**src/rtl/pri_cpi_timing_gen_pkg.sv**
```systemverilog
// Shared types and constants for the PRI/CPI radar timing generator.
package pri_cpi_pkg;

   // Sequencer states; S_GAP is only reachable when PRI_CPI_GAP_EN is defined.
   typedef enum logic [1:0] {
      S_IDLE = 2'd0,
      S_LOAD = 2'd1,
      S_RUN  = 2'd2,
      S_GAP  = 2'd3
   } state_t;

   // Waveform code carried alongside each CPI.
   typedef logic [2:0] wf_t;

   // Shortest PRI the generator will honour, in clock cycles.
   localparam int unsigned MIN_PRI_DEF = 8;

endpackage

```
**src/rtl/pri_cpi_timing_gen_wrap_counter.sv**
```systemverilog
// Wrapping up-counter with synchronous load. Exposes the next-state count so
// the parent can register outputs that line up with the counter value.
module wrap_counter #(
   parameter int unsigned W = 16
) (
   input  logic         clk,
   input  logic         rstn,
   input  logic         clr,
   input  logic [W-1:0] load_val,
   input  logic         en,
   input  logic [W-1:0] last,
   output logic [W-1:0] cnt_nxt,
   output logic         wrap
);

   logic [W-1:0] cnt;

   // Wrap fires on the cycle the count sits at its terminal value while enabled.
   assign wrap = en && !clr && (cnt == last);

   // Next count: load wins, then wrap to zero, then increment.
   always_comb begin
      cnt_nxt = cnt;
      if (clr)
         cnt_nxt = load_val;
      else if (wrap)
         cnt_nxt = '0;
      else if (en)
         cnt_nxt = cnt + W'(1);
   end

   // Count register.
   always_ff @(posedge clk or negedge rstn) begin
      if (!rstn)
         cnt <= '0;
      else
         cnt <= cnt_nxt;
   end

endmodule

```
**src/rtl/pri_cpi_timing_gen.sv**
```systemverilog
// PRI/CPI timing generator. Latches widths and waveform code at each CPI
// boundary, then emits PRI/CPI strobes, gates and frame markers.
// Optional feature macro: PRI_CPI_GAP_EN inserts CPI_GAP_CYCLES of dead time
// between consecutive CPIs.
module pri_cpi_timing_gen
   import pri_cpi_pkg::*;
#(
   parameter int unsigned PRI_W          = 16,
   parameter int unsigned CPI_W          = 16,
   parameter int unsigned PULSE_LEN      = 4,
   parameter int unsigned MIN_PRI        = MIN_PRI_DEF,
   parameter int unsigned CPI_GAP_CYCLES = 16
) (
   input  logic             clk,
   input  logic             rstn,
   input  logic             i_enable,
   input  logic [PRI_W-1:0] i_PRI_Width,
   input  logic [CPI_W-1:0] i_CPI_Width,
   input  wf_t              i_Waveform_Type,
   output logic             o_PRI_p,
   output logic             o_CPI_p,
   output logic             o_PRI_Internal,
   output logic             o_CPI_Internal,
   output logic             o_First_PRI,
   output logic             o_SRIO_Mem_Sel,
   output wf_t              o_Waveform_Type
);

   state_t           state;
   logic [PRI_W-1:0] pri_len;
   logic [CPI_W-1:0] cpi_len;
   logic [PRI_W-1:0] pri_last;
   logic [CPI_W-1:0] cpi_last;
   logic [PRI_W-1:0] pri_nxt;
   logic [CPI_W-1:0] cpi_nxt;
   logic             pri_wrap;
   logic             cpi_wrap;
   logic             run;
   logic             go_run;

   assign run      = (state == S_RUN);
   assign pri_last = pri_len - PRI_W'(1);
   assign cpi_last = cpi_len - CPI_W'(1);

   // Counters are held at zero outside RUN, so LOAD naturally starts the CPI
   // at pri_cnt = cpi_cnt = 0. cpi_wrap marks the last cycle of a CPI.
   wrap_counter #(.W(PRI_W)) u_pri_cnt (
      .clk      (clk),
      .rstn     (rstn),
      .clr      (!run),
      .load_val ('0),
      .en       (run),
      .last     (pri_last),
      .cnt_nxt  (pri_nxt),
      .wrap     (pri_wrap)
   );

   wrap_counter #(.W(CPI_W)) u_cpi_cnt (
      .clk      (clk),
      .rstn     (rstn),
      .clr      (!run),
      .load_val ('0),
      .en       (pri_wrap),
      .last     (cpi_last),
      .cnt_nxt  (cpi_nxt),
      .wrap     (cpi_wrap)
   );

   // Next cycle is an active RUN cycle: either leaving LOAD or mid-CPI.
   assign go_run = (state == S_LOAD) || (run && !cpi_wrap);

`ifdef PRI_CPI_GAP_EN
   localparam int unsigned GAP_W = $clog2(CPI_GAP_CYCLES + 1);
   logic [GAP_W-1:0] gap_cnt;
   logic             gap_last;

   assign gap_last = (gap_cnt == GAP_W'(CPI_GAP_CYCLES - 1));

   // Dead-time counter: runs only while in GAP, cleared otherwise.
   always_ff @(posedge clk or negedge rstn) begin
      if (!rstn)
         gap_cnt <= '0;
      else if (state == S_GAP)
         gap_cnt <= gap_cnt + GAP_W'(1);
      else
         gap_cnt <= '0;
   end
`endif

   // Sequencer with registered outputs decoded from the next-state counters.
   always_ff @(posedge clk or negedge rstn) begin
      if (!rstn) begin
         state           <= S_IDLE;
         pri_len         <= '0;
         cpi_len         <= '0;
         o_PRI_p         <= 1'b0;
         o_CPI_p         <= 1'b0;
         o_PRI_Internal  <= 1'b0;
         o_CPI_Internal  <= 1'b0;
         o_First_PRI     <= 1'b0;
         o_SRIO_Mem_Sel  <= 1'b0;
         o_Waveform_Type <= '0;
      end else begin
         o_PRI_p        <= go_run && (pri_nxt == '0);
         o_CPI_p        <= go_run && (pri_nxt == '0) && (cpi_nxt == '0);
         o_PRI_Internal <= go_run && (pri_nxt < PRI_W'(PULSE_LEN));
         o_First_PRI    <= go_run && (cpi_nxt == '0);
         o_CPI_Internal <= go_run;
         case (state)
            S_IDLE: begin
               if (i_enable)
                  state <= S_LOAD;
            end
            S_LOAD: begin
               // Shadows are clamped so a zero or tiny width can never stall.
               pri_len         <= (i_PRI_Width < PRI_W'(MIN_PRI)) ? PRI_W'(MIN_PRI) : i_PRI_Width;
               cpi_len         <= (i_CPI_Width == '0) ? CPI_W'(1) : i_CPI_Width;
               o_Waveform_Type <= i_Waveform_Type;
               o_SRIO_Mem_Sel  <= ~o_SRIO_Mem_Sel;
               state           <= S_RUN;
            end
            S_RUN: begin
               if (cpi_wrap) begin
`ifdef PRI_CPI_GAP_EN
                  state <= i_enable ? S_GAP : S_IDLE;
`else
                  state <= i_enable ? S_LOAD : S_IDLE;
`endif
               end
            end
`ifdef PRI_CPI_GAP_EN
            S_GAP: begin
               if (gap_last)
                  state <= i_enable ? S_LOAD : S_IDLE;
            end
`endif
            default: state <= S_IDLE;
         endcase
      end
   end

endmodule

```
**config.mk**
```make
export PLATFORM = sky130hd
export DESIGN_NAME = pri_cpi_timing_gen
export DESIGN_NICKNAME = d
export VERILOG_FILES = /design/src/rtl/pri_cpi_timing_gen_pkg.sv /design/src/rtl/pri_cpi_timing_gen_wrap_counter.sv /design/src/rtl/pri_cpi_timing_gen.sv
export SDC_FILE = /design/constraint.sdc
export NUM_CORES = 1
export LEC_CHECK = 0
export ABC_CLOCK_PERIOD_IN_PS = 3300
export BUFFER_PORTS_ARGS = -buffer_cell sky130_fd_sc_hd__buf_2
export CORE_AREA = 2 2 96 98
export CTS_BUF_LIST = sky130_fd_sc_hd__clkbuf_4 sky130_fd_sc_hd__clkbuf_8
export CTS_CLUSTER_DIAMETER = 50
export CTS_CLUSTER_SIZE = 8
export DETAILED_ROUTE_END_ITERATION = 6
export DIE_AREA = 0 0 98 100
export PLACE_DENSITY_LB_ADDON = 0.12
export SKIP_LAST_GASP = 1
export SLEW_MARGIN = 10
export SYNTH_ARGS = -nofsm -noshare
export SYNTH_HDL_FRONTEND = slang
export SYNTH_SLANG_ARGS = --single-unit
export TNS_END_PERCENT = 20
```
**constraint.sdc**
```tcl
create_clock -name clk -period 3.3 [get_ports clk]
set_input_delay 0.66 -clock clk [delete_from_list [all_inputs] [get_ports clk]]
set_output_delay 0.66 -clock clk [all_outputs]
set_load 0.01 [all_outputs]
```
# After elaboration in Yosys (flattened, before gate mapping)

Cells that the tools add are included.

$add $sub $neg: 4
$mul: 0
Div/mod/pow operators: 0
Magnitude comparators: 2
Eq/ne operators: 6
Shift operators: 0
Multiplexer cells: 11
Bitwise logic cells: 1
Reduce and logical (&&, ||, !) cells: 15

Operators by type and width:

| operator                                                     | count |
|---|---|
| two-way mux 16 bit                                           | 7 |
| zero test 16 bit                                             | 3 |
| adder 16 x 1 -> 16 bit (second input constant)               | 2 |
| equality test 16 bit                                         | 2 |
| subtractor 16 x 1 -> 16 bit (second input constant)          | 2 |
| less-than comparator 16 x 3 -> 1 bit (second input constant) | 1 |
| less-than comparator 16 x 4 -> 1 bit (second input constant) | 1 |
| logical AND 1 bit                                            | 8 |
| one-hot mux 2 bit (3 select lines)                           | 1 |
| two-way mux 2 bit                                            | 2 |
| inequality test 2 bit (second input constant)                | 2 |
| equality test 2 x 1 -> 1 bit (second input constant)         | 1 |
| equality test 2 bit (second input constant)                  | 1 |
| zero test 2 bit                                              | 1 |
| AND reduction 2 bit                                          | 1 |
| zero test 1 bit                                              | 1 |
| logical OR 1 bit                                             | 1 |
| two-way mux 1 bit                                            | 1 |
| inverter 1 bit                                               | 1 |

Bits in registers: 75
Latch bits: 0
RAM bits: 0
ROM bits: 0
Input port bits: 38
Output and inout bits: 9
Word-level logic and storage cells: 51
Memories kept: 0

# Depth between registers and ports, before layout

Gate-level depths: netlist (run 1).

Depth after elaboration: 10
Depth in mapped cells: 13
Mapped depth without buffers: 11

# Cells and area by module

A second synthesis (run 1) with hierarchy kept.

Cells, all modules: 502
Area total of the unflattened synthesis: 4,390.5 um2

Modules (own cells, without submodules):

| module             | times used | cells an instance | area an instance (um2) | seq. area each (um2) |
|---|---|---|---|---|
| pri_cpi_timing_gen | 1          | 264               | 2,233.4                | 1,076.0 |
| wrap_counter       | 2          | 119               | 1,078.5                | 400.4 |

# Worst setup path before layout (run 1)

OpenSTA, ideal clock, no wires.

Path kind: register to register
Start: register cpi_len[0]
End: register o_PRI_p
Setup time: 0.119 ns
Arrival: 2.976 ns
Required time: 3.181 ns
Path slack: 0.205 ns
Stages on the path, launching flop included: 13
Buffers on the path: 1
Period minus slack after synthesis: 3.095 ns
Cell sequence: dfrtp_1 > inv_1 > ha_1 > or4b_1 > or4b_2 > nand3_1 > o21ai_0 > o21a_1 > a2111o_1 > o21ai_1 > buf_2 > nand2_1 > and2_1

Word-level cells in the longest chain between the ends: 7

RTL lines:

| element                     | line                                  | text |
|---|---|---|
| from (decl)                 | pri_cpi_timing_gen.sv:31              | `logic [CPI_W-1:0] cpi_len;` |
| from (signal assigned)      | pri_cpi_timing_gen.sv:117             | `cpi_len <= (i_CPI_Width == '0) ? CPI_W'(1) : i_CPI_Width;` |
| subtractor 16 x 1 -> 16 bit | pri_cpi_timing_gen.sv:43              | `assign cpi_last = cpi_len - CPI_W'(1);` |
| equality test 16 bit        | pri_cpi_timing_gen_wrap_counter.sv:19 | `assign wrap = en && !clr && (cnt == last);` |
| logical AND 1 bit           | pri_cpi_timing_gen_wrap_counter.sv:19 |  |
| zero test 1 bit             | pri_cpi_timing_gen.sv:70              | `assign go_run = (state == S_LOAD) \|\| (run && !cpi_wrap);` |
| logical AND 1 bit           | pri_cpi_timing_gen.sv:70              |  |
| logical OR 1 bit            | pri_cpi_timing_gen.sv:70              |  |
| named net go_run            | pri_cpi_timing_gen.sv:39              | `logic go_run;` |
| logical AND 1 bit           | pri_cpi_timing_gen.sv:104             | `o_PRI_p <= go_run && (pri_nxt == '0);` |
| to (signal assigned)        | pri_cpi_timing_gen.sv:104             |  |
| to (decl)                   | pri_cpi_timing_gen.sv:20              | `output logic o_PRI_p,` |

The timed path passes the listed nets, and every way through them passes these cells.
A chain may end at the register's enable or synchronous reset.

# Worst setup path in the final report (run 1)

Start: register pri_len[10]
End: register u_cpi_cnt.cnt[14]

Word-level cells in the longest chain between the ends: 7
Elaborated cells between the ends (all ways): 8
Classes of those cells: add/sub: 1; eq/ne: 1; mux: 3; reduce/logical: 3

RTL lines:

| element                         | line                                  | text |
|---|---|---|
| from (decl)                     | pri_cpi_timing_gen.sv:30              | `logic [PRI_W-1:0] pri_len;` |
| from (signal assigned)          | pri_cpi_timing_gen.sv:116             | `pri_len <= (i_PRI_Width < PRI_W'(MIN_PRI)) ? PRI_W'(MIN_PRI) : i_PRI_Width;` |
| subtractor 16 x 1 -> 16 bit (*) | pri_cpi_timing_gen.sv:42              | `assign pri_last = pri_len - PRI_W'(1);` |
| equality test 16 bit (*)        | pri_cpi_timing_gen_wrap_counter.sv:19 |  |
| logical AND 1 bit (*)           | pri_cpi_timing_gen_wrap_counter.sv:19 |  |
| logical AND 1 bit (2 in a row)  | pri_cpi_timing_gen_wrap_counter.sv:19 |  |
| two-way mux 16 bit (*)          | pri_cpi_timing_gen_wrap_counter.sv:26 | `else if (wrap)` |
| two-way mux 16 bit (*)          | pri_cpi_timing_gen_wrap_counter.sv:24 | `if (clr)` |
| named net cpi_nxt[14]           | pri_cpi_timing_gen.sv:35              | `logic [CPI_W-1:0] cpi_nxt;` |
| to (signal assigned)            | pri_cpi_timing_gen_wrap_counter.sv:37 | `cnt <= cnt_nxt;` |
| to (decl)                       | pri_cpi_timing_gen_wrap_counter.sv:16 | `logic [W-1:0] cnt;` |

The timed path passes the listed nets; every way through them passes the cells marked *.

==> key figures, run 1 <==
Routing
  • Post-detailed-route count of antenna-violating nets: 0
  • Avg WL per Cell: 15.3 um
  • Via count: 4092
  • Iter 0 DRT Violations: 182
  • Per-cell via count in the routed design: 5.60
  • Number of iterations in the first detailed-routing pass: 4
  • WL final: 11200 um
  • Number of remaining DRC errors: 0

Clock tree
  • Number of sinks driven by the clock tree: 75
  • CTS H-Tree Depth: 3
  • Source-to-sink clock delay at the later pin of the worst-skew pair: 0.35 ns
  • CTS Buffer Depth: 2
  • Cts bufs inserted: 9
  • Clock-pin slew of the registers on the worst-case setup and hold paths: 0.08 ns
  • Clock root buffer master: sky130_fd_sc_hd__clkbuf_8
  • Clock tree from TritonCTS: done

Global routing
  • Global-route total usage across every layer: 23.5%
  • First-pass GRT wire length: 18500 um
  • Antenna violations before repair: 0
  • Via count of the first global-routing pass: 3867
  • Global route total overflow: 0
  • Maximum number of pins on one net before global-route repair: 76

Cells and area
  • Share of post-route cells with drive strength above 1: 17.3%
  • Post-layout instance count excluding filler cells: 731
  • Most common cell after layout, fill and taps aside: sky130_fd_sc_hd__nand2_1
  • Growth of design area from synthesis to finish: 13.6%
  • Fill cell total of the finished layout: 821
  • Footprint of the flip-flops and latches: 1880 um^2
  • Final net count: 657
  • Final standard cell area without fillers: 5410 um^2
  • Area of the multi-input gates: 2720 um^2
  • Antenna Cells: 0
  • Commonest cells after routing, fill and taps aside: sky130_fd_sc_hd__nand2_1 (114), sky130_fd_sc_hd__dfrtp_1 (75), sky130_fd_sc_hd__nor2_1 (51), sky130_fd_sc_hd__xnor2_1 (49), sky130_fd_sc_hd__buf_2 (46)

Die
  • Effective utilization at floorplan: 53.6%
  • Die Footprint: 9800 um^2
  • Standard-cell row count: 35
  • Horizontal die dimension: 98 um
  • Floorplan core area: 8890 um^2
  • Total I/O pin count: 47
  • Die height: 100 um

Setup path
  • Category of the worst setup path launch point: register
  • Endpoint type of the worst setup path: register
  • Worst EP arrival: 3.45 ns
  • Most repeated library cell on the critical path: sky130_fd_sc_hd__or3_1
  • Critical Setup Path Class: register to register
  • Required time of the critical path: 3.58 ns
  • Cell with the biggest individual delay on the critical path: sky130_fd_sc_hd__or4_4
  • CP peak stage delay: 0.53 ns
  • Cell Chain, Critical Path: or4_4 -> or3_1 -> or4_1 -> a22oi_1 -> and3_2 -> and2_4 -> nand2_1 -> or3_1 -> a21oi_1
  • Crit path max fanout: 12

Pwr
  • Power per cell area: 725 nW/um^2
  • Leak: 2.38 nW
  • Maximum vdd drop: 0.000380 V

Synthesis
  • Number of enable flip-flop cells after synthesis: 0
  • Cell taking the most area after synthesis: sky130_fd_sc_hd__dfrtp_1
  • Average footprint of a synthesized cell: 8.33 um^2
  • Distinct cells, synth: 65
  • Most used DFF post-synth: sky130_fd_sc_hd__dfrtp_1
  • Share of the yosys chip area belonging to registers: 39.4%
  • Syn Nets: 614
  • Number of synthesis warnings: 0
  • Gate count after technology mapping: 572
  • Synth Cell Area: 4760 um^2
  • Synth area leaders: sky130_fd_sc_hd__dfrtp_1 (39%), sky130_fd_sc_hd__xnor2_1 (9.0%), sky130_fd_sc_hd__nand2_1 (9.0%)
  • Seq cells post-synth: 75
  • Share of async-settable or async-resettable flops after synthesis: 100%
  • Yosys top cell area share: 39.4%

Placed design
  • Placed cells: 710
  • DP Area: 5100 um^2
  • HPWL after DPL: 8160 um
  • Final weighted congestion in routability-driven placement: 0.931
  • Worst-case setup slack after placement: 0.0851 ns
  • Count of buffers inserted at the top-level ports: 46

STA
  • Post-Route Hold Slack: 0.438 ns
  • Period utilization: 96.2%
  • RSZ-0062 raised after global routing: true
  • Maximum operating frequency: 0.315 GHz
  • Smallest setup slack after layout: 0.125 ns
  • Worst slew margin: 37.5%
  • Total negative slack for setup checks: 0 ns
  • Number of max-slew violations in the final report: 0
  • Final setup violation count: 0
  • Layout Skew: 0.00739 ns
  • Final critical delay including setup and external delays: 3.17 ns
  • Slew at the pin closest to its max-slew limit: 0.937 ns
  • Count of endpoints failing hold in the final timing report: 0

Flow run
  • Max-cap violations: 0

Run status
  • Run status: completed

Worst hold path
  • Worst hold path class: primary input to async pin
## final cells by class
cell class | count | area share [%]
Multi-Input combinational cell | 445 | 50.2
Sequential cell | 75 | 34.7
Timing Repair Buffer | 68 | 7.38
Tap cell | 111 | 2.57
Clock buffer | 10 | 2.43
Clock inverter | 6 | 1.66
Inverter | 16 | 1.11
## stage by stage
step / util [%] / power, mW
global route: 60.9 / 4.23
CTS: 59.9 / 3.86
finish: 60.9 / 3.92
floorplan: - / 2.55
detailed placement: 57.4 / 3.06
global placement: 57.4 / 3.00
## flip-flops by register name (all words and copies together) (netlist names)
register and flops:
pri_len 16, o_CPI_Internal 1, o_PRI_p 1, o_Waveform_Type 3, cpi_len 16, o_SRIO_Mem_Sel 1, o_First_PRI 1, u_cpi_cnt.cnt 16
u_pri_cnt.cnt 16, o_PRI_Internal 1, o_CPI_p 1, state 2
## kinds of logic after synthesis
family	count (synthesis)	share of synthesized area (%)
muxes	4	0.840
DFF	75	39.4
and+or+nand+nor	291	29.8
AOI/OAI and AO/OA	72	10.4
adders and majority gates	4	1.05
xor gates and xnor gates	74	13.9
buffers and inverters	52	4.65
## Yosys cell counts, types with 4 or more instances
| master | n |
|---|---|
| sky130_fd_sc_hd__nand2_1 | 114 |
| sky130_fd_sc_hd__dfrtp_1 | 75 |
| sky130_fd_sc_hd__nor2_1 | 51 |
| sky130_fd_sc_hd__xnor2_1 | 49 |
| sky130_fd_sc_hd__clkbuf_1 | 27 |
| sky130_fd_sc_hd__xor2_1 | 24 |
| sky130_fd_sc_hd__nor3_1 | 22 |
| sky130_fd_sc_hd__nand3_1 | 21 |
| sky130_fd_sc_hd__o21ai_0 | 18 |
| sky130_fd_sc_hd__inv_1 | 16 |
| sky130_fd_sc_hd__nand4_1 | 13 |
| sky130_fd_sc_hd__a21oi_1 | 12 |
| sky130_fd_sc_hd__nor4_1 | 11 |
| sky130_fd_sc_hd__or4_1 | 10 |
| sky130_fd_sc_hd__and3_1 | 8 |
| sky130_fd_sc_hd__and2_1 | 6 |
| sky130_fd_sc_hd__nand2b_1 | 6 |
| sky130_fd_sc_hd__a31oi_1 | 5 |
| sky130_fd_sc_hd__a22oi_1 | 4 |
| sky130_fd_sc_hd__ha_1 | 4 |
| sky130_fd_sc_hd__mux2i_1 | 4 |
| sky130_fd_sc_hd__nor2b_1 | 4 |
| sky130_fd_sc_hd__or2_2 | 4 |
## worst paths after layout
check                                     from                 to  slack [ns]  cells after the start
worst max-delay path               pri_len[10]  u_cpi_cnt.cnt[14]        0.13                      9
worst min-delay path                      rstn   u_cpi_cnt.cnt[3]        0.44                      1
worst max register to register     pri_len[10]  u_cpi_cnt.cnt[14]        0.13                      9
worst min register to register  o_SRIO_Mem_Sel     o_SRIO_Mem_Sel        0.48                      1
max in group asynchronous                 rstn         pri_len[9]        2.25                      1
min in group clk                o_SRIO_Mem_Sel     o_SRIO_Mem_Sel        0.48                      1
## worst max-delay path, delay by kind of cell, from the launching register on
kind | cells | cell delay, ns
DFF | 1 | 0.42
AOI/OAI and AO/OA | 2 | 0.38
and+or+nand+nor | 7 | 2.29
## power by group
part | leakage [nW] | switching [mW] | total [mW] | internal, mW
logic | 1.30 | 0.901 | 1.65 | 0.753
registers | 0.971 | 0.293 | 1.48 | 1.19
clock network | 0.110 | 0.356 | 0.792 | 0.436
## timing repair
action,4_1_cts,5_1_grt
endpoints found under the setup margin,0,10
gates resized for setup,0,14
hold buffers,0,0
buffers inserted,0,4
## metal layers
metal	track usage (%)	wire length, um	share of wire (%)	vias up
met5	0	0	0	-
met4	8.87	227	2.0	0
met1	30.2	5030	45	1968
li1	-	-	-	2049
met3	3.97	254	2.3	18
met2	40.1	5660	51	57
Note: power is estimated with default switching activity, not from simulation.
==> run 2: changes to the inputs <==
--- a/config.mk
+++ b/config.mk
@@ -5,14 +5,15 @@
 export SDC_FILE = /design/constraint.sdc
 export NUM_CORES = 1
 export LEC_CHECK = 0
+export ABC_AREA = 1
 export ABC_CLOCK_PERIOD_IN_PS = 3300
 export BUFFER_PORTS_ARGS = -buffer_cell sky130_fd_sc_hd__buf_2
-export CORE_AREA = 2 2 96 98
+export CORE_AREA = 2 2 100 102
 export CTS_BUF_LIST = sky130_fd_sc_hd__clkbuf_4 sky130_fd_sc_hd__clkbuf_8
 export CTS_CLUSTER_DIAMETER = 50
 export CTS_CLUSTER_SIZE = 8
 export DETAILED_ROUTE_END_ITERATION = 6
-export DIE_AREA = 0 0 98 100
+export DIE_AREA = 0 0 102 104
 export PLACE_DENSITY_LB_ADDON = 0.12
 export SKIP_LAST_GASP = 1
 export SLEW_MARGIN = 10
==> run 2 against run 1 <==
  * Power increased by 7.6%
  * Largest power group unchanged
  * Clock skew grew 0.0019 ns
  * Sequential share of layout area fell by 2.3 points
  * Combinational power rose by 20%
  * Critical path type unchanged
  * Synthesized area rose by 10%
  * Global-route usage is 3.1 points higher
  * Die area up 8.2%
  * Count of clock-buffer cells in the layout increased by 3
==> key figures, run 2 <==
Placed design
  • Count of buffers inserted at the top-level ports: 46
  • Worst-case setup slack after placement: 0.475 ns
  • DP Area: 5600 um^2
  • Final weighted congestion in routability-driven placement: 0.962
  • Placed cells: 953
  • HPWL after DPL: 10100 um

Routing
  • Avg WL per Cell: 13.6 um
  • Number of iterations in the first detailed-routing pass: 5
  • Post-detailed-route count of antenna-violating nets: 0
  • Per-cell via count in the routed design: 5.23
  • Number of remaining DRC errors: 0
  • WL final: 13200 um
  • Iter 0 DRT Violations: 247
  • Via count: 5065

Clock tree
  • Clock-pin slew of the registers on the worst-case setup and hold paths: 0.08 ns
  • Clock tree from TritonCTS: done
  • CTS Buffer Depth: 2
  • Number of sinks driven by the clock tree: 75
  • Source-to-sink clock delay at the later pin of the worst-skew pair: 0.37 ns
  • CTS H-Tree Depth: 3
  • Post CTS Setup Buffer Count: 0
  • CTS-repair resized insts: 0
  • CTS Hold Bufs: 0
  • Clock root buffer master: sky130_fd_sc_hd__clkbuf_8
  • Cts bufs inserted: 9

Global routing
  • Maximum number of pins on one net before global-route repair: 76
  • Global-route total usage across every layer: 26.6%
  • First-pass GRT wire length: 22300 um
  • Antenna violations before repair: 0
  • Global route total overflow: 0
  • Via count of the first global-routing pass: 4597

Synthesis
  • Yosys top cell area share: 35.8%
  • Average footprint of a synthesized cell: 6.68 um^2
  • Seq cells post-synth: 75
  • Cell taking the most area after synthesis: sky130_fd_sc_hd__dfrtp_1
  • Most instantiated cells after synthesis: sky130_fd_sc_hd__nand2_1 (264), sky130_fd_sc_hd__nor2_1 (114), sky130_fd_sc_hd__dfrtp_1 (75), sky130_fd_sc_hd__inv_1 (75), sky130_fd_sc_hd__nand3_1 (61)
  • Number of synthesis warnings: 0
  • Distinct cells, synth: 37
  • Syn Nets: 827
  • Synth area leaders: sky130_fd_sc_hd__dfrtp_1 (36%), sky130_fd_sc_hd__nand2_1 (19%), sky130_fd_sc_hd__nor2_1 (8.2%)
  • Number of enable flip-flop cells after synthesis: 0
  • Synth Cell Area: 5240 um^2
  • Library cell with the highest instance count after synthesis: sky130_fd_sc_hd__nand2_1
  • Gate count after technology mapping: 785
  • Share of async-settable or async-resettable flops after synthesis: 100%
  • Most used DFF post-synth: sky130_fd_sc_hd__dfrtp_1
  • Share of the yosys chip area belonging to registers: 35.8%

Setup path
  • Worst setup startpoint: pri_len[0]
  • Worst EP arrival: 3.18 ns
  • Critical Setup Path Class: register to register
  • Worst path top cell family by delay: simple AND/OR/NAND/NOR gates
  • Endpoint type of the worst setup path: register
  • Crit path max fanout: 12
  • Cell Chain, Critical Path: inv_2 -> ha_1 -> nand2_1 -> nor2_1 -> nand3_1 -> nand3_1 -> nand2_1 -> nor2_1 -> nand3_1 -> nor2_2 -> nand3_1 -> nand2_1 -> nor2_1 -> nor2_1 -> nand2_1 -> nor2_1 -> nand2_1 -> nor2_1
  • Buffers plus inverters on the worst setup path: 1
  • CP peak stage delay: 0.46 ns
  • WP depth: 18
  • Most repeated library cell on the critical path: sky130_fd_sc_hd__nor2_1
  • Start of the worst register-to-register path: pri_len[0]
  • Cell with the biggest individual delay on the critical path: sky130_fd_sc_hd__nor2_2
  • Worst reg2reg endpoint: o_CPI_p
  • Timing endpoint of the critical path: o_CPI_p
  • Category of the worst setup path launch point: register
  • Register-to-register setup slack: 0.42 ns
  • Number of cell instances on the worst register-to-register path: 18
  • Required time of the critical path: 3.60 ns

Die
  • Total I/O pin count: 47
  • Standard-cell row count: 36
  • Die height: 104 um
  • Die Footprint: 10600 um^2
  • Horizontal die dimension: 102 um
  • Effective utilization at floorplan: 54.9%
  • Floorplan core area: 9550 um^2

STA
  • Post-Route Hold Slack: 0.422 ns
  • Number of max-slew violations in the final report: 0
  • Period utilization: 87.3%
  • Final critical delay including setup and external delays: 2.88 ns
  • Maximum operating frequency: 0.347 GHz
  • Layout Skew: 0.00929 ns
  • Smallest setup slack after layout: 0.419 ns
  • Total negative slack for setup checks: 0 ns
  • RSZ-0062 raised after global routing: false
  • Final setup violation count: 0
  • Count of endpoints failing hold in the final timing report: 0
  • Worst slew margin: 37.2%
  • Slew at the pin closest to its max-slew limit: 0.943 ns

Pwr
  • Portion of total power attributed to the clock network: 17.5%
  • Leak: 2.91 nW
  • Net switching power of the design: 1.93 mW
  • Power per cell area: 728 nW/um^2
  • Register share of total power: 35.5%
  • Internal power summed over all cells: 2.29 mW
  • Overall power after layout: 4.22 mW
  • Maximum vdd drop: 0.000370 V
  • Comb power frac: 47.0%
  • Switching Fraction: 45.7%

Cells and area
  • Most common cell after layout, fill and taps aside: sky130_fd_sc_hd__nand2_1
  • Final net count: 873
  • Share of post-route cells with drive strength above 1: 12.2%
  • Commonest cells after routing, fill and taps aside: sky130_fd_sc_hd__nand2_1 (264), sky130_fd_sc_hd__nor2_1 (114), sky130_fd_sc_hd__inv_1 (75), sky130_fd_sc_hd__dfrtp_1 (75), sky130_fd_sc_hd__nand3_1 (61)
  • Antenna Cells: 0
  • Post-layout instance count excluding filler cells: 968
  • Growth of design area from synthesis to finish: 10.6%
  • Final standard cell area without fillers: 5800 um^2
  • Fill cell total of the finished layout: 910
  • Final core utilization: 60.7%

Run status
  • Run status: completed

Worst hold path
  • Worst hold path class: primary input to async pin

Flow run
  • Max-cap violations: 0
[run 2: cell count changes after synthesis, moves of 12 or more]
cell                       delta
sky130_fd_sc_hd__clkbuf_1    -18
sky130_fd_sc_hd__nand2_1    +150
sky130_fd_sc_hd__xnor2_1     -36
sky130_fd_sc_hd__inv_1       +59
sky130_fd_sc_hd__nor3_1      -12
sky130_fd_sc_hd__nor2_1      +63
sky130_fd_sc_hd__nand3_1     +40
[run 2: cell type report]
cell class,instances,area (um^2),share of cell area [%]
Sequential cell,75,1880,32.4
Clock inverter,2,35.0,0.604
Multi-Input combinational cell,612,2970,51.3
Clock buffer,13,166,2.87
Tap cell,133,166,2.87
Timing Repair Buffer,52,278,4.79
Inverter,81,304,5.24
[run 2: kinds of logic (layout without fill, tap and decap cells)]
logic type               after synthesis  after routing  share of synthesized area (%)
adder cells (fa/ha/maj)                4              4                          0.955
flip-flops                            75             75                           35.8
buffers and inverters                 98            148                           7.47
XOR/XNOR                              42             42                           7.02
AO/OA/AOI/OAI                         42             42                           4.63
AND/OR/NAND/NOR                      524            524                           44.1
[run 2: worst min-delay path by stage]
| stage | startpoint | endpoint | slack [ns] | cells after the start |
|---|---|---|---|---|
| 4_1_cts | rstn | pri_len[3] | 0.45 | 1 |
| 3_5_place_dp | o_SRIO_Mem_Sel | o_SRIO_Mem_Sel | 0.46 | 1 |
| 2_1_floorplan | rstn | cpi_len[0] | 0.36 | 0 |
| 6_report | rstn | pri_len[3] | 0.42 | 1 |
| 5_1_grt | i_Waveform_Type[2] | o_Waveform_Type[2] | 0.48 | 3 |
| 3_3_place_gp | o_SRIO_Mem_Sel | o_SRIO_Mem_Sel | 0.46 | 1 |
[run 2: layer usage]
layer / routed length [um] / global-route usage (%) / up-vias
met1: 6820 / 42.0 / 2311
met4: 162 / 7.14 / 0
li1: - / - / 2589
met3: 869 / 5.24 / 11
met2: 5350 / 36.8 / 154
met5: 0 / 0 / -
[run 2: power by group through the flow]
stage | Combinational, mW | Sequential, mW | Clock (mW)
floorplan | 1.51 | 1.44 | 0
global placement | 1.93 | 1.50 | 0
detailed placement | 1.97 | 1.49 | 0
CTS | 1.98 | 1.49 | 0.760
global route | 2.28 | 1.53 | 0.803
finish | 1.98 | 1.50 | 0.740
